`src/rtl/cmp_sweep_sequencer.sv`:
```
// Phase-sweep acquisition sequencer: steps the MMCM shifting-clock phase, counts comparator
// ones over a fixed window per step and streams two packed 32-bit words per step.
module cmp_sweep_sequencer #(
    parameter int STEPS        = 448,
    parameter int SAMPLES_LOG2 = 10,
    parameter int SETTLE       = 16,
    parameter int PS_TIMEOUT   = 255
) (
    input  logic        shifting_clk,
    input  logic        reset,
    input  logic        start,
    input  logic        abort,
    input  logic        cmp_ref,
    input  logic        cmp_s11,
    input  logic        cmp_s21,
    output logic        ps_en,
    output logic        ps_incdec,
    input  logic        ps_done,
    output logic [31:0] gth_data,
    output logic        gth_valid,
    input  logic        gth_ready,
    output logic        triger,
    output logic        busy,
    output logic        done,
    output logic        err,
    output logic [11:0] step_idx,
    output logic [2:0]  dbg_state
);

    // gth_data/gth_valid form a valid/ready source: once gth_valid rises, the word and valid
    // hold until a cycle with gth_valid & gth_ready; only abort or reset drop valid earlier.

    typedef enum logic [2:0] {
        S_IDLE    = 3'd0,
        S_SHIFT   = 3'd1,
        S_WAIT_PS = 3'd2,
        S_SETTLE  = 3'd3,
        S_ACQ     = 3'd4,
        S_EMIT0   = 3'd5,
        S_EMIT1   = 3'd6
    } state_t;

    localparam int SW = $clog2(SETTLE + 1);
    localparam int TW = $clog2(PS_TIMEOUT + 1);
    localparam logic [SW-1:0]           SETTLE_LAST  = SW'(SETTLE - 1);
    localparam logic [TW-1:0]           TIMEOUT_LAST = TW'(PS_TIMEOUT - 1);
    localparam logic [11:0]             LAST_STEP    = 12'(STEPS - 1);
    localparam logic [SAMPLES_LOG2-1:0] SAMPLE_LAST  = '1;

    state_t                  state;
    logic [SW-1:0]           settle_cnt;
    logic [TW-1:0]           wait_cnt;
    logic [SAMPLES_LOG2-1:0] sample_cnt;
    logic [15:0]             cnt_ref;
    logic [15:0]             cnt_s11;
    logic [15:0]             cnt_s21;
    logic                    handshake;

    assign handshake = gth_valid & gth_ready;
    assign busy      = (state != S_IDLE);
    assign ps_incdec = 1'b1;
    assign dbg_state = state;

    always_ff @(posedge shifting_clk) begin
        if (reset) begin
            state      <= S_IDLE;
            settle_cnt <= '0;
            wait_cnt   <= '0;
            sample_cnt <= '0;
            cnt_ref    <= '0;
            cnt_s11    <= '0;
            cnt_s21    <= '0;
            ps_en      <= 1'b0;
            gth_data   <= '0;
            gth_valid  <= 1'b0;
            triger     <= 1'b0;
            done       <= 1'b0;
            err        <= 1'b0;
            step_idx   <= '0;
        end else begin
            ps_en  <= 1'b0;
            triger <= 1'b0;
            done   <= 1'b0;
            if (abort) begin
                state     <= S_IDLE;
                gth_valid <= 1'b0;
            end else begin
                case (state)
                    S_IDLE: begin
                        // Step 0 samples at the current phase, so no shift is issued first.
                        if (start) begin
                            state      <= S_SETTLE;
                            step_idx   <= '0;
                            err        <= 1'b0;
                            settle_cnt <= '0;
                        end
                    end
                    S_SHIFT: begin
                        state    <= S_WAIT_PS;
                        wait_cnt <= TW'(1);
                    end
                    S_WAIT_PS: begin
                        // wait_cnt is the number of cycles since the ps_en pulse.
                        if (ps_done) begin
                            state      <= S_SETTLE;
                            settle_cnt <= '0;
                        end else if (wait_cnt >= TIMEOUT_LAST) begin
                            err   <= 1'b1;
                            state <= S_IDLE;
                        end else begin
                            wait_cnt <= wait_cnt + TW'(1);
                        end
                    end
                    S_SETTLE: begin
                        if (settle_cnt == SETTLE_LAST) begin
                            state      <= S_ACQ;
                            sample_cnt <= '0;
                            cnt_ref    <= '0;
                            cnt_s11    <= '0;
                            cnt_s21    <= '0;
                            triger     <= (step_idx == 12'd0);
                        end else begin
                            settle_cnt <= settle_cnt + SW'(1);
                        end
                    end
                    S_ACQ: begin
                        cnt_ref    <= cnt_ref + 16'(cmp_ref);
                        cnt_s11    <= cnt_s11 + 16'(cmp_s11);
                        cnt_s21    <= cnt_s21 + 16'(cmp_s21);
                        sample_cnt <= sample_cnt + SAMPLES_LOG2'(1);
                        // The last sample is folded straight into the first word.
                        if (sample_cnt == SAMPLE_LAST) begin
                            state     <= S_EMIT0;
                            gth_valid <= 1'b1;
                            gth_data  <= {4'hA, step_idx, cnt_ref + 16'(cmp_ref)};
                        end
                    end
                    S_EMIT0: begin
                        if (handshake) begin
                            state    <= S_EMIT1;
                            gth_data <= {cnt_s11, cnt_s21};
                        end
                    end
                    S_EMIT1: begin
                        if (handshake) begin
                            gth_valid <= 1'b0;
                            if (step_idx == LAST_STEP) begin
                                done  <= 1'b1;
                                state <= S_IDLE;
                            end else begin
                                step_idx <= step_idx + 12'd1;
                                ps_en    <= 1'b1;
                                state    <= S_SHIFT;
                            end
                        end
                    end
                    default: state <= S_IDLE;
                endcase
            end
        end
    end

endmodule

```
`config.mk`:
```
export PLATFORM = sky130hd
export DESIGN_NAME = cmp_sweep_sequencer
export DESIGN_NICKNAME = d
export VERILOG_FILES = /design/src/rtl/cmp_sweep_sequencer.sv
export SDC_FILE = /design/constraint.sdc
export NUM_CORES = 1
export LEC_CHECK = 0
export BUFFER_PORTS_ARGS = -buffer_cell sky130_fd_sc_hd__buf_2
export CORE_MARGIN = 8
export CORE_UTILIZATION = 64
export CTS_CLUSTER_DIAMETER = 60
export DETAILED_ROUTE_END_ITERATION = 8
export PLACE_DENSITY = 0.84
export SLEW_MARGIN = 20
export SYNTH_ARGS = -nofsm -noshare
export SYNTH_HDL_FRONTEND = slang
export SYNTH_SLANG_ARGS = --single-unit
```
`constraint.sdc`:
```
create_clock -name shifting_clk -period 5.43 [get_ports shifting_clk]
set_input_delay 0.2715 -clock shifting_clk [delete_from_list [all_inputs] [get_ports shifting_clk]]
set_output_delay 0.2715 -clock shifting_clk [all_outputs]
set_load 0.01 [all_outputs]
```
# Word level (Yosys, flattened, before mapping)
# Cells that the tools add are included.
# W data, S select, Z words.
[totals] register_bits=123 latchBits=0 mem_bits_rw=0 mem_bits_ro=0 input_bits=9 output_inout_bits=54 wordCells=108 mem_count=0
[classes] n_addsub=7 n_mul=0 div_mod_pow=0 n_lt_le_gt_ge=1 n_eq_ne=21 shifts=0 muxes=38 n_bitwise=6 n_reduce_logical=21
[ops] operator="$pmux W16 S2" count=3
[ops] operator="$mux W32" count=2
[ops] operator="$pmux W32 S2" count=1
[ops] operator="$add A16 B1 Y16" count=3
[ops] operator="$mux W12" count=3
[ops] operator="$pmux W12 S2" count=1
[ops] operator="$ne A2 B2 Y1 const B" count=11
[ops] operator="$mux W3" count=7
[ops] operator="$pmux W3 S7" count=1
[ops] operator="$pmux W10 S2" count=1
[ops] operator="$mux W16" count=1
[ops] operator="$mux W8" count=2
[ops] operator="$pmux W8 S2" count=1
[ops] operator="$mux W5" count=3
[ops] operator="$pmux W5 S3" count=1
[ops] operator="$reduce_and A5 Y1" count=3
[ops] operator="$add A12 B1 Y12 const B" count=1
[ops] operator="$eq A12 B9 Y1 const B" count=1
[ops] operator="$logic_not A12 Y1" count=1
[ops] operator="$reduce_bool A2 Y1" count=6
[ops] operator="$add A10 B1 Y10 const B" count=1
[ops] operator="$eq A10 B10 Y1 const B" count=1
[ops] operator="$mux W10" count=1
[ops] operator="$eq A3 B3 Y1 const B" count=3
[ops] operator="18 further kinds" count=35

# Longest topological paths before layout
# Gate-level depths: netlist (run 1).
[depth] depth_word=4 ltp_mapped=9 mapped_depth_nobuf=7

# Worst setup path before layout (run 1)
# OpenSTA, ideal clock, no wires.
[synth_path] path_type="register to register" start="register settle_cnt[0]" end="register cnt_s21[9]" arrival_ns=2.167 required_time_ns=5.371 setup_slack_ns=3.203 stages_incl_launch_ff=9 n_path_buf=1 synth_period_minus_slack_ns=2.227 path_cell_list="dfxtp_1 > ha_1 > and3_1 > ha_1 > nand4b_1 > a211o_1 > buf_2 > or4_1 > nand2_1"
[synth_between] elab_chain_len=3
[synth_rtl] item="start, declared" line_no="51" rtl="logic [SW-1:0] settle_cnt;"
[synth_rtl] item="start signal, assigned" line_no="123" rtl="settle_cnt <= settle_cnt + SW'(1);"
[synth_rtl] item="$eq A5 B4 Y1" line_no="115" rtl="if (settle_cnt == SETTLE_LAST) begin"
[synth_rtl] item="$ne A2 B2 Y1 (no line)"
[synth_rtl] item="$reduce_and A3 Y1 (no line)"
[synth_rtl] item="end signal, assigned" line_no="129" rtl="cnt_s21 <= cnt_s21 + 16'(cmp_s21);"
[synth_rtl] item="end, declared" line_no="56" rtl="logic [15:0] cnt_s21;"
# No other way between the ends.
# A chain may end at the register's enable or synchronous reset.

# Worst setup path after layout (run 1)
[layout_path] start="register state[1], in the netlist dbg_state[1]" end="register sample_cnt[5]"
[layout_between] elab_chain_len=3 elab_cells_between_ends=6
[layout_rtl] item="start, declared" line_no="50" rtl="state_t state;"
[layout_rtl] item="start signal, assigned" line_no="66" rtl="state <= S_IDLE;"
[layout_rtl] item="start signal, assigned" line_no="85" rtl="state <= S_IDLE;"
[layout_rtl] item="start signal, assigned" line_no="92" rtl="state <= S_SETTLE;"
[layout_rtl] item="$eq A3 B2 Y1 / $eq A3 B3 Y1 (equally long branches)" line_no="88" rtl="case (state)"
[layout_rtl] item="$ne A2 B2 Y1 (no line) / $reduce_bool A2 Y1 (equally long branches)"
[layout_rtl] item="$reduce_and A3 Y1 (no line)"
[layout_rtl] item="end signal, assigned" line_no="130" rtl="sample_cnt <= sample_cnt + SAMPLES_LOG2'(1);"
[layout_rtl] item="end, declared" line_no="53" rtl="logic [SAMPLES_LOG2-1:0] sample_cnt;"
# Several ways; a longest one is shown, not always the timed one.

==> run_results.csv, run 1 <==
group,metric,value,unit
outcome,status,"complete, no violations",
synth,postSynthAreaPerCell,8.283,µm²
synth,postSynthCellCount,789,
sta,fmax,337.9,MHz
critical_path,ff2ff_path_depth,5,
layout,diodes,0,
sta,rsz0062_at_grt,"false",
critical_path,slowest_delay,0.89,ns
floorplanning,die_w,117.1,µm
layout,fillers,720,
power,intPower,1.782,mW
layout,area.sequential,2462,µm²
clocking,ctsHtreeMaxLevel,4,
power,comb_power_share,3.4,%
power,p_total,2.239,mW
synth,synth.distinct_cells,69,
floorplanning,ios,63,
critical_path,crit_chain,"nand4b_1, o21ai_2, buf_4, or4_1, o21ai_0",
clocking,path_clk_slew,0.05,ns
detailed_routing,vias,6601,
power,power_density,299.3,nW/µm²
power,p_seq_share,40.9,%
synth,yosysWarnings,0,
layout,multi_input_area,3744,µm²
clocking,cts_tree,"done",
global_route,grt_pass1_vias,6047,
sta,finalMaxSlewViolations,0,
clocking,cts.path.max_buffers,2,
floorplanning,die_area,13700,µm²
placed_design,pre_cts_slack,2.531,ns
power,clock_power_share,55.7,%
critical_path,r2r_start,"dbg_state[1]",
critical_path,required,5.84,ns
synth,ys.flop_type,"dfxtp_1",
sta,post-route-period-util,54.51,%
critical_path,crit_cells,5,
layout,final_nets,841,
sta,setup_viol,0,
critical_path,crit_type,"flop to flop",
detailed_routing,drt_iter0_markers,796,
global_route,grt_max_degree,71,
run,drv.max_cap_violation_count,0,
synth,ys_async_sr_fraction,0,%
detailed_routing,post_drt_wl_per_cell,18.96,µm
sta,slew_headroom,31.50,%
detailed_routing,drc,0,
critical_path,cp.buffers_inverters,1,
worst_hold_path,hold_path_class,"primary input to flop",
detailed_routing,wirelength,18350,µm
floorplanning,coreArea,10140,µm²
synth,synth-seq-cells,123,
clocking,post_cts_buffers,0,
critical_path,crit_start,"dbg_state[1]",
critical_path,cp_slowest_cell,"dfxtp_1",
global_route,antenna_found_initial,0,
sta,setup_slack,2.470,ns
critical_path,crit_arrival,3.37,ns
power,p_sw_share,20.39,%
sta,tightest_slew,1.023,ns
worst_hold_path,holdPathStages,4,
global_route,grtUsageTotal,26.97,%
sta,fin_tns_setup,0,ns
layout,areaGrowthSynthToFinish,14.47,%
critical_path,critical_path.top_delay_family,"flip-flops",
placed_design,gp_congestion,0.8999,
clocking,cts-resized-gates,0,
clocking,ctsHoldBuffers,0,
detailed_routing,drtAntennaViolNets,0,
synth,synth_edf_count,0,
sta,hold_viol,0,
critical_path,start_kind,"flop",
synth,syn-cell-area,6535,µm²
global_route,grt_overflow,0,
sta,skew,0.006251,ns
detailed_routing,firstDrtPassIters,5,
sta,min_period,2.960,ns
floorplanning,start_util,64.46,%
clocking,numCtsBuffers,17,
global_route,grt_pass1_wl,29310,µm
placed_design,hpwl,12000,µm
synth,synth_seq_area_share,37.68,%
power,switchingPower,0.4566,mW
critical_path,ff2ff_setup_slack,2.47,ns
clocking,cts_root_buf,"clkbuf_8",
power,p_leak,2.666,nW
critical_path,timing.rr.end,"sample_cnt[5]",
power,worst_ir_drop_vdd,176.2,µV
synth,syn_nets,811,
placed_design,io_buffers,61,
floorplanning,die_y,117.1,µm
clocking,clk_latency,0.52,ns
detailed_routing,viasPerCell,6.819,
critical_path,endpoint,"sample_cnt[5]",
critical_path,worstPathMaxFanout,28,
layout,drive_above_1_share,13.58,%
clocking,clock_sinks,123,
critical_path,cp-end-kind,"flop",
floorplanning,rows,37,
sequential cells by signal (all words and copies together), names as in the netlist, 5 cells and up:
register / flops
cnt_s11: 16
step_idx: 12
settle_cnt: 5
gth_data: 32
wait_cnt: 8
sample_cnt: 10
cnt_s21: 16
cnt_ref: 16
cells in the final DEF, fill, tap and decap left out, types with 10 or more instances in the layout:
cell       instances
clkbuf_16         16
mux2i_1           13
and3_1            13
ha_1              13
nor3_1            23
o21ai_0           40
o31ai_1           16
inv_1             16
nor2_1            41
nand3_1           26
a21oi_1           68
nand2_1           80
dfxtp_1          123
or4_1             16
a311oi_1          26
o211ai_1          26
or3_1             18
buf_2             61
nand4_1           13
and4_1            14
a22oi_1           10
through the flow:
stage	std cells	hold WS (ns)	instance area, µm²	utilization, %
floorplan	789	0.4407	6535	-
global placement	935	0.4485	6813	67.20
detailed placement	935	0.4608	6813	67.20
CTS	967	0.1191	7466	73.64
global route	968	0.1429	7481	73.79
finish	968	0.1299	7481	73.79
logic make-up after synthesis:
logic type	count (synthesis)	share of synthesized area, %
muxes	14	2.163
and+or+nand+nor	300	25.33
buffers and inverters	77	5.093
xor gates and xnor gates	16	2.144
AOI/OAI and AO/OA	245	25.04
other	1	0.05738
adders and majority gates	13	2.489
DFF	123	37.68
power groups by stage:
stage	clock network, mW	registers, mW	logic (mW)
2_1_floorplan	0	0.928	0.0596
3_3_place_gp	0	0.934	0.0710
3_5_place_dp	0	0.934	0.0728
4_1_cts	1.25	0.915	0.0735
5_1_grt	1.29	0.916	0.0816
6_report	1.25	0.915	0.0757
layout make-up:
type | count | share of cell area (%)
clock inverters | 6 | 2.074
inverters | 17 | 0.8530
flip-flops and latches | 123 | 32.92
multi-input cells | 589 | 50.04
repair buffers | 71 | 5.185
clock buffers | 26 | 6.657
well taps | 136 | 2.275
tightest hold or removal path, stage by stage:
cell	delay, ns
buf_2	0.08
ha_1	0.12
a22oi_1	0.06
nor2_1	0.08
cells in the mapped netlist (all sizes together), types with 9 or more instances:
cell type	instances	area share, %
a21oi	69	5.3
a22oi	10	1.1
a311oi	26	3.5
and2	9	0.86
and3	13	1.2
and4	14	1.9
buf	21	1.9
clkbuf	39	2.2
dfxtp	123	38
ha	13	2.5
inv	16	0.92
mux2i	13	2.0
nand2	80	4.6
nand3	26	2.0
nand3b	9	1.0
nand4	13	1.2
nor2	42	2.5
nor3	23	1.8
o211ai	26	3.0
o21ai	44	3.4
o31ai	16	1.8
or3	18	1.7
or4	16	1.8
xor2	9	1.2
how the worst min path moves through the flow:
stage,start,to
global route,cmp_s21,cnt_s21[0]
global placement,wait_cnt[7],wait_cnt[7]
CTS,cmp_s11,cnt_s11[0]
detailed placement,wait_cnt[7],wait_cnt[7]
floorplan,wait_cnt[7],wait_cnt[7]
finish,cmp_s11,cnt_s11[0]
per-layer routing:
| metal | GRT usage (%) | vias to the layer above | routed length (µm) |
|---|---|---|---|
| met5 | 0 | - | 0 |
| met4 | 12.20 | 0 | 422 |
| met3 | 7.696 | 51 | 1711 |
| met2 | 43.47 | 346 | 8630 |
| met1 | 32.79 | 3138 | 7585 |
| li1 | - | 3066 | - |
Note: power is estimated with default switching activity, not from simulation.
==> run 2: changes to the inputs <==
--- a/config.mk
+++ b/config.mk
@@ -7,10 +7,10 @@
 export LEC_CHECK = 0
 export BUFFER_PORTS_ARGS = -buffer_cell sky130_fd_sc_hd__buf_2
 export CORE_MARGIN = 8
-export CORE_UTILIZATION = 64
+export CORE_UTILIZATION = 60
 export CTS_CLUSTER_DIAMETER = 60
 export DETAILED_ROUTE_END_ITERATION = 8
-export PLACE_DENSITY = 0.84
+export PLACE_DENSITY = 0.8
 export SLEW_MARGIN = 20
 export SYNTH_ARGS = -nofsm -noshare
 export SYNTH_HDL_FRONTEND = slang
==> constraint.sdc (replaced) <==
create_clock -name shifting_clk -period 2.97 [get_ports shifting_clk]
set_input_delay 0.1485 -clock shifting_clk [delete_from_list [all_inputs] [get_ports shifting_clk]]
set_output_delay 0.1485 -clock shifting_clk [all_outputs]
set_load 0.01 [all_outputs]
==> run_results.csv, run 2 (synthesis results as in run 1) <==
group,metric,value,unit
global_route,busiest_layer,"met2",
floorplanning,rows,38,
global_route,grt_pass1_vias,6199,
detailed_routing,vias,6640,
critical_path,crit_type,"flop to flop",
critical_path,ff2ff_path_depth,8,
placed_design,io_buffers,61,
layout,diodes,0,
worst_hold_path,holdPathStages,4,
sta,fmax,407.8,MHz
clocking,ctsHoldBuffers,2,
floorplanning,ios,63,
clocking,ctsHtreeMaxLevel,4,
run,drv.max_cap_violation_count,0,
detailed_routing,drt_iter0_markers,912,
floorplanning,start_util,60.82,%
sta,setup_viol,0,
critical_path,worstPathMaxFanout,8,
sta,tightest_slew,0.9915,ns
global_route,use_met1,33.32,%
detailed_routing,wirelength,18580,µm
clocking,post_cts_buffers,0,
layout,fillers,857,
worst_hold_path,whs_endpoint,"err",
global_route,grt_max_degree,41,
clocking,cts.path.max_buffers,2,
layout,layout_commonest_cell,"dfxtp_1",
power,p_leak,2.699,nW
layout,areaGrowthSynthToFinish,15.05,%
critical_path,start_kind,"flop",
detailed_routing,firstDrtPassIters,8,
critical_path,slowest_delay,0.50,ns
layout,largest_reg_flops,32,
layout,final_nets,857,
floorplanning,die_y,120.4,µm
sta,fin_tns_setup,0,ns
critical_path,crit_cells,8,
critical_path,required,3.43,ns
sta,rsz0062_at_grt,"false",
floorplanning,die_area,14490,µm²
placed_design,pre_cts_slack,0.5787,ns
critical_path,timing.rr.end,"cnt_s11[8]",
critical_path,cp-end-kind,"flop",
detailed_routing,post_drt_wl_per_cell,18.80,µm
layout,finalInstanceArea,7518,µm²
global_route,antenna_found_initial,0,
critical_path,r2r_start,"settle_cnt[0]",
layout,top_register,"gth_data",
clocking,path_clk_slew,0.05,ns
clocking,clk_latency,0.53,ns
placed_design,dpl_cell_area,6930,µm²
clocking,clock_sinks,123,
sta,skew,0.004731,ns
layout,final_cell_mix,"123 x dfxtp_1, 80 x nand2_1, 68 x a21oi_1, 61 x buf_2, 41 x nor2_1",
global_route,grtUsageTotal,25.62,%
sta,setup_slack,0.5176,ns
sta,finalMaxSlewViolations,0,
power,worst_ir_drop_vdd,362.9,µV
sta,min_period,2.452,ns
layout,drive_above_1_share,14.74,%
critical_path,crit_chain,"ha_1, and3_1, ha_1, nand4b_1, buf_4, a2111o_1, or3_1, a21oi_1",
critical_path,cp_common_cell,"ha_1",
sta,hold_viol,0,
global_route,grt_overflow,0,
global_route,met3_usage,5.455,%
power,power_density,510.5,nW/µm²
global_route,met2_usage,39.77,%
detailed_routing,drc,0,
sta,post-route-period-util,82.57,%
clocking,cts_root_buf,"clkbuf_8",
critical_path,ff2ff_setup_slack,0.52,ns
critical_path,crit_arrival,2.91,ns
global_route,grt_pass1_wl,30620,µm
detailed_routing,drtAntennaViolNets,0,
clocking,cts-resized-gates,0,
placed_design,hpwl,12690,µm
clocking,numCtsBuffers,17,
worst_hold_path,hold_path_class,"primary input to flop",
sta,slew_headroom,33.61,%
detailed_routing,viasPerCell,6.721,
floorplanning,coreArea,10750,µm²
worst_hold_path,hp-start,"start",
clocking,cts_tree,"done",
outcome,status,"complete, no violations",
critical_path,cp_slowest_cell,"a2111o_1",
placed_design,gp_congestion,0.9260,
critical_path,critical_path.top_delay_family,"simple AND/OR/NAND/NOR gates",
critical_path,cp.buffers_inverters,1,
floorplanning,die_w,120.4,µm
-- run 2: cell count changes in the layout (fill, tap and decap cells not counted), sizes merged --
| cell | previous run | this run |
|---|---|---|
| clkinvlp | 0 | 1 |
| clkbuf | 26 | 24 |
| bufinv | 5 | 3 |
| buf | 71 | 85 |
| dlygate4sd3 | 0 | 2 |
| clkinv | 2 | 5 |
-- run 2: report_power, final --
part / leakage [nW] / internal [mW] / total (mW) / switching [mW]
Clock: 0.277 / 1.29 / 2.01 / 0.721
Combinational: 1.43 / 0.0510 / 0.159 / 0.108
Sequential: 0.991 / 1.66 / 1.66 / 0.00875
-- run 2: how the worst max path moves through the flow --
stage / start / end / slack [ns]
6_report: settle_cnt[0] / cnt_s11[8] / 0.52
5_1_grt: settle_cnt[0] / cnt_s11[12] / 0.34
4_1_cts: settle_cnt[0] / cnt_s11[8] / 0.55
3_5_place_dp: settle_cnt[0] / cnt_s11[8] / 0.58
3_3_place_gp: settle_cnt[0] / cnt_s21[15] / 0.68
2_1_floorplan: settle_cnt[0] / cnt_s21[9] / 0.74
-- run 2: worst reg2reg max path: stages, from the launching register on --
cell,delay (ns)
dfxtp_1,0.37
ha_1,0.21
and3_1,0.16
ha_1,0.20
nand4b_1,0.21
buf_4,0.24
a2111o_1,0.50
or3_1,0.34
a21oi_1,0.16
-- run 2: stage by stage --
stage / instances / utilization (%) / power [mW] / hold slack, ns
CTS: 988 / 69.97 / 3.848 / 0.005070
detailed placement: 954 / 64.50 / 1.851 / 0.4396
global placement: 954 / 64.50 / 1.849 / 0.4373
global route: 988 / 69.97 / 3.940 / 0.05484
finish: 988 / 69.97 / 3.838 / 0.01513
floorplan: 789 / - / 1.805 / 0.3821
-- run 2: layout make-up --
type                       instances  area (µm²)  area share [%]
clock inverter                     8       117.6           1.564
multi-input combinational        589        3744           49.79
clock buffer                      24       450.4           5.991
tap                              140       175.2           2.330
inverter                          17       63.81          0.8487
timing repair buffer              87       505.5           6.723
sequential                       123        2462           32.75
-- run 2: routing by layer --
| metal | up-vias | routed length, µm |
|---|---|---|
| li1 | 3093 | - |
| met1 | 3183 | 7923 |
| met2 | 317 | 8614 |
| met3 | 47 | 1550 |
| met4 | 0 | 486 |
| met5 | - | 0 |
==> run 3: changes to the inputs <==
--- a/config.mk
+++ b/config.mk
@@ -7,10 +7,10 @@
 export LEC_CHECK = 0
 export BUFFER_PORTS_ARGS = -buffer_cell sky130_fd_sc_hd__buf_2
 export CORE_MARGIN = 8
-export CORE_UTILIZATION = 60
+export CORE_UTILIZATION = 54
 export CTS_CLUSTER_DIAMETER = 60
 export DETAILED_ROUTE_END_ITERATION = 8
-export PLACE_DENSITY = 0.8
+export PLACE_DENSITY = 0.76
 export SLEW_MARGIN = 20
 export SYNTH_ARGS = -nofsm -noshare
 export SYNTH_HDL_FRONTEND = slang
==> constraint.sdc (replaced) <==
create_clock -name shifting_clk -period 2.1 [get_ports shifting_clk]
set_input_delay 0.105 -clock shifting_clk [delete_from_list [all_inputs] [get_ports shifting_clk]]
set_output_delay 0.105 -clock shifting_clk [all_outputs]
set_load 0.01 [all_outputs]
==> run_results.csv, run 3 (synthesis results as in run 1) <==
group,metric,value,unit
critical_path,start_kind,"flop",
clocking,cts_root_buf,"clkbuf_16",
placed_design,hpwl,13640,µm
power,p_leak,2.927,nW
placed_design,gp_congestion,0.8586,
clocking,cts_tree,"done",
critical_path,ff2ff_setup_slack,-0.11,ns
detailed_routing,wirelength,19590,µm
global_route,grt_max_degree,35,
floorplanning,die_w,126.0,µm
detailed_routing,drc,0,
layout,final_util,66.95,%
power,worst_ir_drop_vdd,449.8,µV
sta,setup_slack,-0.1125,ns
placed_design,placedCellCount,996,
clocking,path_clk_slew,0.05,ns
sta,fin_tns_setup,-0.2733,ns
clocking,clock_sinks,123,
layout,diodes,0,
sta,hold_viol,0,
detailed_routing,drtAntennaViolNets,0,
sta,min_period,2.212,ns
sta,rsz0062_at_grt,"true",
sta,finalMaxSlewViolations,0,
layout,top_register,"gth_data",
outcome,status,"complete, but fails checks",
layout,multi_input_area,3840,µm²
floorplanning,start_util,54.86,%
clocking,cts.path.max_buffers,2,
sta,slew_headroom,58.41,%
floorplanning,die_area,15880,µm²
sta,skew,0.007821,ns
clocking,ctsHtreeMaxLevel,4,
detailed_routing,firstDrtPassIters,8,
critical_path,crit_arrival,2.56,ns
sta,post-route-period-util,105.4,%
floorplanning,ios,63,
layout,final_nets,901,
critical_path,critical_path.top_delay_family,"simple AND/OR/NAND/NOR gates",
layout,fillers,967,
critical_path,timing.rr.end,"cnt_s11[10]",
critical_path,cp-end-kind,"flop",
global_route,grt_pass1_wl,31390,µm
worst_hold_path,whs_endpoint,"err",
critical_path,crit_chain,"ha_4, and3_4, ha_4, nand4b_1, buf_6, a2111o_1, or3_1, a21oi_1",
critical_path,cp.buffers_inverters,1,
floorplanning,rows,40,
global_route,antenna_found_initial,0,
critical_path,cp_common_cell,"ha_4",
worst_hold_path,hold_path_class,"primary input to flop",
power,comb_power_share,4.8,%
sta,tightest_slew,0.6211,ns
outcome,violations,"setup timing",
global_route,grtUsageTotal,23.90,%
layout,final_cell_mix,"118 x dfxtp_1, 77 x nand2_1, 67 x a21oi_1, 61 x buf_2, 61 x buf_4",
sta,fmax,452.0,MHz
layout,layout_commonest_cell,"dfxtp_1",
critical_path,worstPathMaxFanout,8,
critical_path,ff2ff_path_depth,8,
power,clock_power_share,50.1,%
global_route,grt_pass1_vias,6260,
global_route,grt_overflow,0,
detailed_routing,viasPerCell,6.577,
detailed_routing,vias,6820,
critical_path,required,2.44,ns
detailed_routing,post_drt_wl_per_cell,18.89,µm
critical_path,crit_start,"settle_cnt[1]",
power,switchingPower,1.214,mW
power,p_sw_share,23.28,%
power,p_total,5.216,mW
power,power_density,654.0,nW/µm²
detailed_routing,drt_iter0_markers,655,
floorplanning,coreArea,11910,µm²
worst_hold_path,holdPathStages,4,
critical_path,cp_slowest_cell,"a2111o_1",
clocking,clk_latency,0.42,ns
critical_path,slowest_delay,0.46,ns
floorplanning,die_y,126.0,µm
power,p_seq_share,45.2,%
power,intPower,4.002,mW
placed_design,io_buffers,61,
layout,area.sequential,2469,µm²
layout,largest_reg_flops,32,
worst_hold_path,hp-start,"start",
sta,setup_viol,8,
placed_design,pre_cts_slack,-0.1238,ns
critical_path,crit_type,"flop to flop",
critical_path,r2r_start,"settle_cnt[1]",
clocking,ctsHoldBuffers,0,
run,drv.max_cap_violation_count,0,
layout,drive_above_1_share,22.13,%
layout,stdcell_count,1037,
clocking,numCtsBuffers,17,
layout,areaGrowthSynthToFinish,22.04,%
==> run 3: final cells by class <==
cell class / instances / area share [%]
Clock buffer: 21 / 5.899
Clock inverter: 9 / 0.6119
Inverter: 17 / 0.8001
Multi-Input combinational cell: 589 / 48.15
Sequential cell: 123 / 30.95
Tap cell: 147 / 2.306
Timing Repair Buffer: 131 / 11.28
==> run 3: power groups by stage <==
stage	logic [mW]	registers (mW)	clock network (mW)
6_report	0.250	2.36	2.61
3_5_place_dp	0.231	2.40	0
2_1_floorplan	0.155	2.40	0
5_1_grt	0.269	2.36	2.73
3_3_place_gp	0.224	2.40	0
4_1_cts	0.232	2.35	2.63
==> run 3: how the worst max path moves through the flow <==
stage / end / slack [ns] / depth (start not counted)
after floorplan: cnt_s11[12] / 0.0007 / 7
after global placement: cnt_s21[5] / -0.02 / 8
after detailed placement: cnt_s11[10] / -0.12 / 8
after CTS: cnt_s11[10] / -0.06 / 8
after global routing: cnt_s11[10] / -0.20 / 8
final: cnt_s11[10] / -0.11 / 8
==> run 3: metal layers <==
metal / vias up / share of wire [%] / track usage (%)
met1: 3251 / 43 / 30.61
met2: 325 / 47 / 37.69
li1: 3194 / - / -
met4: 0 / 2.7 / 8.634
met3: 50 / 7.6 / 6.582
met5: - / 0 / 0
==> run 3: tightest hold or removal path, stage by stage <==
cell     delay [ns]
buf_2          0.12
nand2_1        0.05
a22oi_1        0.05
nor3_1         0.11
==> run 3: what timing repair did <==
item	in CTS	in global routing
pin swaps	5	2
endpoints found under the setup margin	13	46
gates cloned	0	1
setup buffers	5	5
gates resized for setup	3	25
==> run 3: through the flow <==
| step | instance area [µm²] | hold slack, ns |
|---|---|---|
| 6_report | 7975 | 0.07196 |
| 4_1_cts | 7853 | 0.06392 |
| 3_5_place_dp | 7284 | 0.4521 |
| 3_3_place_gp | 7284 | 0.4391 |
| 2_1_floorplan | 6578 | 0.3386 |
| 5_1_grt | 7975 | 0.1070 |
